$ cat config.mk
export PLATFORM = sky130hd
export DESIGN_NAME = serial_adder
export DESIGN_NICKNAME = d
export VERILOG_FILES = /design/src/rtl/arith_pkg.sv /design/src/rtl/full_adder.sv /design/src/rtl/serial_adder.sv
export SDC_FILE = /design/constraint.sdc
export NUM_CORES = 1
export LEC_CHECK = 0
export BUFFER_PORTS_ARGS = -buffer_cell sky130_fd_sc_hd__buf_4
export CAP_MARGIN = 20
export CORE_MARGIN = 4
export CORE_UTILIZATION = 48
export CTS_CLUSTER_DIAMETER = 120
export DETAILED_ROUTE_END_ITERATION = 10
export GPL_TIMING_DRIVEN = 1
export PLACE_DENSITY = 0.74
export REMOVE_ABC_BUFFERS = 1
export SLEW_MARGIN = 20
export SYNTH_ARGS = -nofsm -noshare
export SYNTH_HDL_FRONTEND = slang
export SYNTH_SLANG_ARGS = --single-unit
$ cat constraint.sdc
create_clock -name clk -period 1.1 [get_ports clk]
set_input_delay 0.11 -clock clk [delete_from_list [all_inputs] [get_ports clk]]
set_output_delay 0.11 -clock clk [all_outputs]
set_load 0.03 [all_outputs]
$ cat src/rtl/arith_pkg.sv
// arith_pkg: shared FSM encoding and counter sizing for serial arithmetic
package arith_pkg;
  typedef enum logic [1:0] {IDLE = 2'd0, ADD = 2'd1, DONE = 2'd2} state_t;
  function automatic int clog2_min1(input int n);
    return n <= 2 ? 1 : $clog2(n);
  endfunction
endpackage

$ cat src/rtl/full_adder.sv
// full_adder: one-bit full adder cell
module full_adder (
  input  logic a,
  input  logic b,
  input  logic cin,
  output logic sum,
  output logic carry
);
  assign sum = a ^ b ^ cin;
  assign carry = (a & b) | (cin & (a ^ b));
endmodule

$ cat src/rtl/serial_adder.sv
// serial_adder: bit-serial a+b+cin with start/busy/done handshake
module serial_adder
  import arith_pkg::*;
#(
  parameter int WIDTH = 8
) (
  input  logic             clk,
  input  logic             rst,
  input  logic             start,
  input  logic [WIDTH-1:0] a,
  input  logic [WIDTH-1:0] b,
  input  logic             cin,
  output logic             busy,
  output logic             done,
  output logic [WIDTH-1:0] sum,
  output logic             cout
);
  localparam int CW = clog2_min1(WIDTH);
  state_t state;
  logic [WIDTH-1:0] ra, rb, p, pn;
  logic [CW-1:0] cnt;
  logic c, s, cn, go, last;
  full_adder u_fa (.a(ra[0]), .b(rb[0]), .cin(c), .sum(s), .carry(cn));
  assign pn = WIDTH'({s, p} >> 1);
  assign last = cnt == CW'(WIDTH - 1);
  assign go = start && state != ADD;
  assign busy = state == ADD;
  assign done = state == DONE;
  always_ff @(posedge clk) begin
    if (rst) begin
      state <= IDLE;
      ra <= '0;
      rb <= '0;
      p <= '0;
      c <= 1'b0;
      cnt <= '0;
      sum <= '0;
      cout <= 1'b0;
    end else if (go) begin
      ra <= a;
      rb <= b;
      c <= cin;
      p <= '0;
      cnt <= '0;
      state <= ADD;
    end else if (state == ADD) begin
      ra <= ra >> 1;
      rb <= rb >> 1;
      c <= cn;
      p <= pn;
      cnt <= cnt + 1'b1;
      if (last) begin
        state <= DONE;
        sum <= pn;
        cout <= cn;
      end
    end else begin
      state <= IDLE;
    end
  end
endmodule

==> impl_summary.log <==
[metrics] Clk pwr share: 27.3%
[metrics] Hold WS: 0.04996 ns
[metrics] met3 usage in global routing: 6.325%
[metrics] Critical Path End Type: flop
[metrics] starting density of the core: 51.29%
[metrics] via count of the routed design: 1299
[metrics] number of buffers on the longest clock path: 2
[metrics] shortest clock period the worst path allows after layout: 1.220 ns
[metrics] Commonest cells post-synth: sky130_fd_sc_hd__dfxtp_1, sky130_fd_sc_hd__nand2_1, sky130_fd_sc_hd__mux2i_1
[metrics] number of core rows: 20
[metrics] unrepaired setup endpoints after global routing: true
[metrics] fraction of layout cells with a size suffix above 1: 44.93%
[metrics] fraction of power consumed by sequential logic: 57.1%
[metrics] Cell Area, Synth: 1592 µm²
[metrics] number of antenna violations at the first check in global routing: 0
[metrics] clock edge transition at the registers on the reported setup and hold paths: 0.10 ns
[metrics] number of pins exceeding their max-slew limit in the final report: 0
[metrics] required time at the endpoint of the critical path: 1.38 ns
[metrics] Layout area overhead: 32.94%
[metrics] warnings from Yosys: 0
[metrics] die height: 65.58 µm
[metrics] Setup Viol. Count Final: 14
[metrics] clock buffer count from CTS: 5
[metrics] final routed DRC violation total: 0
[metrics] total clock sinks: 38
[metrics] HPWL Detailed: 2283 µm
[metrics] setup slack after layout: -0.1197 ns
[metrics] root buffer cell: sky130_fd_sc_hd__clkbuf_4
[metrics] library cell with the highest instance count after synthesis: sky130_fd_sc_hd__dfxtp_1
[metrics] Area after DPL: 1848 µm²
[metrics] number of instances in the synthesized netlist: 169
[metrics] hold violation total from the final report: 0
[metrics] internal portion of total power: 1935 µW
[metrics] violations in the final reports: setup timing
[metrics] max-capacitance violation count: 0
[metrics] Comb pwr share: 15.6%
[metrics] proportion of synthesized flip-flops having asynchronous set or reset: 0%
[metrics] leading post-synthesis cells by cell area: sky130_fd_sc_hd__dfxtp_1, sky130_fd_sc_hd__mux2i_1, sky130_fd_sc_hd__nand2_1, sky130_fd_sc_hd__a211oi_1, sky130_fd_sc_hd__a21oi_2
[metrics] final WL: 3605 µm
[metrics] filler cell count: 268
[metrics] maximum achievable frequency: 819.9 MHz
[metrics] count of flip-flops with a built-in enable after synthesis: 0
[metrics] detailed-route vias per instance: 5.175
[metrics] final worst path period share: 110.9%
[metrics] first-pass GRT wire length: 5947 µm
[metrics] slew at the pin closest to its max-slew limit: 0.2827 ns
[metrics] Critical Path Fanout Max: 5
[metrics] Top Ports: 31
[metrics] storage element area: 768.2 µm²
[metrics] worst setup skew after layout: 0.008658 ns
[metrics] most crowded layer after global routing: met2
[metrics] count of routing violations after the opening detailed-route iteration: 38
[metrics] number of nets in the final layout: 231
[metrics] critical path class: reg2reg
[metrics] type of the tightest min-delay check: in2reg
[metrics] status: complete, but fails checks
[metrics] number of global-route vias before repair: 1340
[metrics] Leak: 0.0008472 µW
[metrics] Final Cell Area: 2116 µm²
[metrics] total area of multi-input combinational cells: 853.3 µm²
[metrics] area enclosed by the die boundary: 4301 µm²
[metrics] Switching Share: 25.67%
[metrics] Hold-fix buffers, CTS: 0
[metrics] antenna fix cells: 0
[metrics] pwr dens: 1230 nW/µm²
[metrics] top flip-flop cell by instance count after synthesis: sky130_fd_sc_hd__dfxtp_1
[metrics] met1 Use GR: 20.15%
[metrics] worst setup timing slack at the placement stage: -0.1929 ns
[metrics] kind of start point of the critical path: flop
[metrics] Max H-tree Level: 2
[metrics] data arrival time of the worst path: 1.50 ns
[metrics] post-synth top area share: 47.80%
[metrics] Routed Antenna Nets: 0
[metrics] relative max-transition margin: 81.16%
[metrics] overall track demand over capacity in global routing: 18.83%
[metrics] clock latency reported for the late side of the worst-skew pair: 0.35 ns
[metrics] largest area contributor in the synthesized netlist: sky130_fd_sc_hd__dfxtp_1
[metrics] Overflow after GRT: 0
[metrics] average wire length per cell after detail routing: 14.36 µm
[metrics] clock tree from TritonCTS: done
[metrics] number of library cell types mapped by synthesis: 23
[metrics] maximum number of pins on one net before global-route repair: 26
[metrics] fraction of the core area covered by cells at the end of the flow: 68.19%
[metrics] placeable core region: 3103 µm²
[metrics] First-pass DRT Iterations: 4
[metrics] largest vdd supply drop: 0.7582 mV
[metrics] portion of the post-synthesis area used by sequential elements: 47.80%
[metrics] switching power summed over all nets: 668.1 µW
[metrics] buffers added on ports: 30
[metrics] syn_area_per_cell: 9.417 µm²
[metrics] horizontal extent of the die: 65.58 µm
[metrics] met2 usage: 34.01%
[metrics] R2R setup slack: -0.12 ns
[metrics] flops & latches, synth: 38
[metrics] routability cong.: 0.7424
timing repair:
| item | in CTS | in global routing |
|---|---|---|
| setup endpoints to repair | 36 | 36 |
| gates cloned | 2 | 0 |
| resized for setup | 39 | 11 |
| pin swaps | 19 | 4 |
| setup buffers | 4 | 0 |
registers in the layout, indices dropped and copies added (netlist names):
register,count
rb,8
c,1
sum,8
cout,1
cnt,3
p,7
state,2
ra,8
layout make-up:
cell class	count	area share, %
multi-input cells	118	40.33
flip-flops and latches	38	36.31
repair buffers	44	18.04
well taps	44	2.602
clock buffers	6	2.425
inverters	1	0.2957
layer usage:
metal  up-vias  part of all wire [%]
met1       610                    44
met4         0                   1.4
met3         6                   4.6
met5         -                     0
li1        653                     -
met2        30                    50
worst paths after layout:
path / from / endpoint / depth (start not counted)
max: cnt[0] / cout / 6
max reg2reg: cnt[0] / cout / 6
min reg2reg: sum[4] / sum[4] / 2
min: b[7] / rb[7] / 3
worst max-delay path: stages, from the launching register on:
cell and delay [ns]:
sky130_fd_sc_hd__dfxtp_2 0.35, sky130_fd_sc_hd__ha_4 0.16, sky130_fd_sc_hd__ha_4 0.16, sky130_fd_sc_hd__nand3b_1 0.15, sky130_fd_sc_hd__buf_6 0.16, sky130_fd_sc_hd__nand2_4 0.05, sky130_fd_sc_hd__a21oi_2 0.12
power groups by stage:
stage / clock network, µW / registers [µW] / logic [µW]
final: 710 / 1490 / 406
after global routing: 819 / 1500 / 446
after CTS: 731 / 1490 / 383
after detailed placement: 0 / 1510 / 338
after global placement: 0 / 1510 / 326
after floorplan: 0 / 1500 / 180
per-stage QoR:
step | std cells | power, µW | TNS, ns
after detailed placement | 239 | 1849 | -3.204
after CTS | 251 | 2600 | -0.9453
after global routing | 251 | 2761 | -2.683
after global placement | 239 | 1834 | -1.743
final | 251 | 2603 | -1.247
after floorplan | 156 | 1682 | -16.77
kinds of logic after synthesis:
family	Yosys count	share of synthesized area, %
muxes	17	10.69
DFF	38	47.80
AOI/OAI and AO/OA	35	15.65
xor gates and xnor gates	1	0.5504
and+or+nand+nor	61	15.72
adders and majority gates	3	2.830
buffers and inverters	14	6.761
placed cells by master (no fill, tap or decap):
master	n
sky130_fd_sc_hd__a211oi_1	11
sky130_fd_sc_hd__a211oi_2	4
sky130_fd_sc_hd__a21o_2	1
sky130_fd_sc_hd__a21oi_1	3
sky130_fd_sc_hd__a21oi_2	16
sky130_fd_sc_hd__and3b_1	1
sky130_fd_sc_hd__and3b_2	1
sky130_fd_sc_hd__buf_12	2
sky130_fd_sc_hd__buf_4	35
sky130_fd_sc_hd__buf_6	7
sky130_fd_sc_hd__clkbuf_4	5
sky130_fd_sc_hd__clkbuf_8	1
sky130_fd_sc_hd__dfxtp_1	32
sky130_fd_sc_hd__dfxtp_2	6
sky130_fd_sc_hd__fa_1	1
sky130_fd_sc_hd__ha_4	2
sky130_fd_sc_hd__inv_4	1
sky130_fd_sc_hd__mux2i_1	17
sky130_fd_sc_hd__nand2_1	28
sky130_fd_sc_hd__nand2_2	7
sky130_fd_sc_hd__nand2_4	2
sky130_fd_sc_hd__nand2b_1	1
sky130_fd_sc_hd__nand2b_4	1
sky130_fd_sc_hd__nand3b_1	1
sky130_fd_sc_hd__nor2_1	16
sky130_fd_sc_hd__nor2_2	1
sky130_fd_sc_hd__nor2b_4	1
sky130_fd_sc_hd__nor3_1	2
sky130_fd_sc_hd__xnor2_1	1
(Power assumes the default switching activity.)
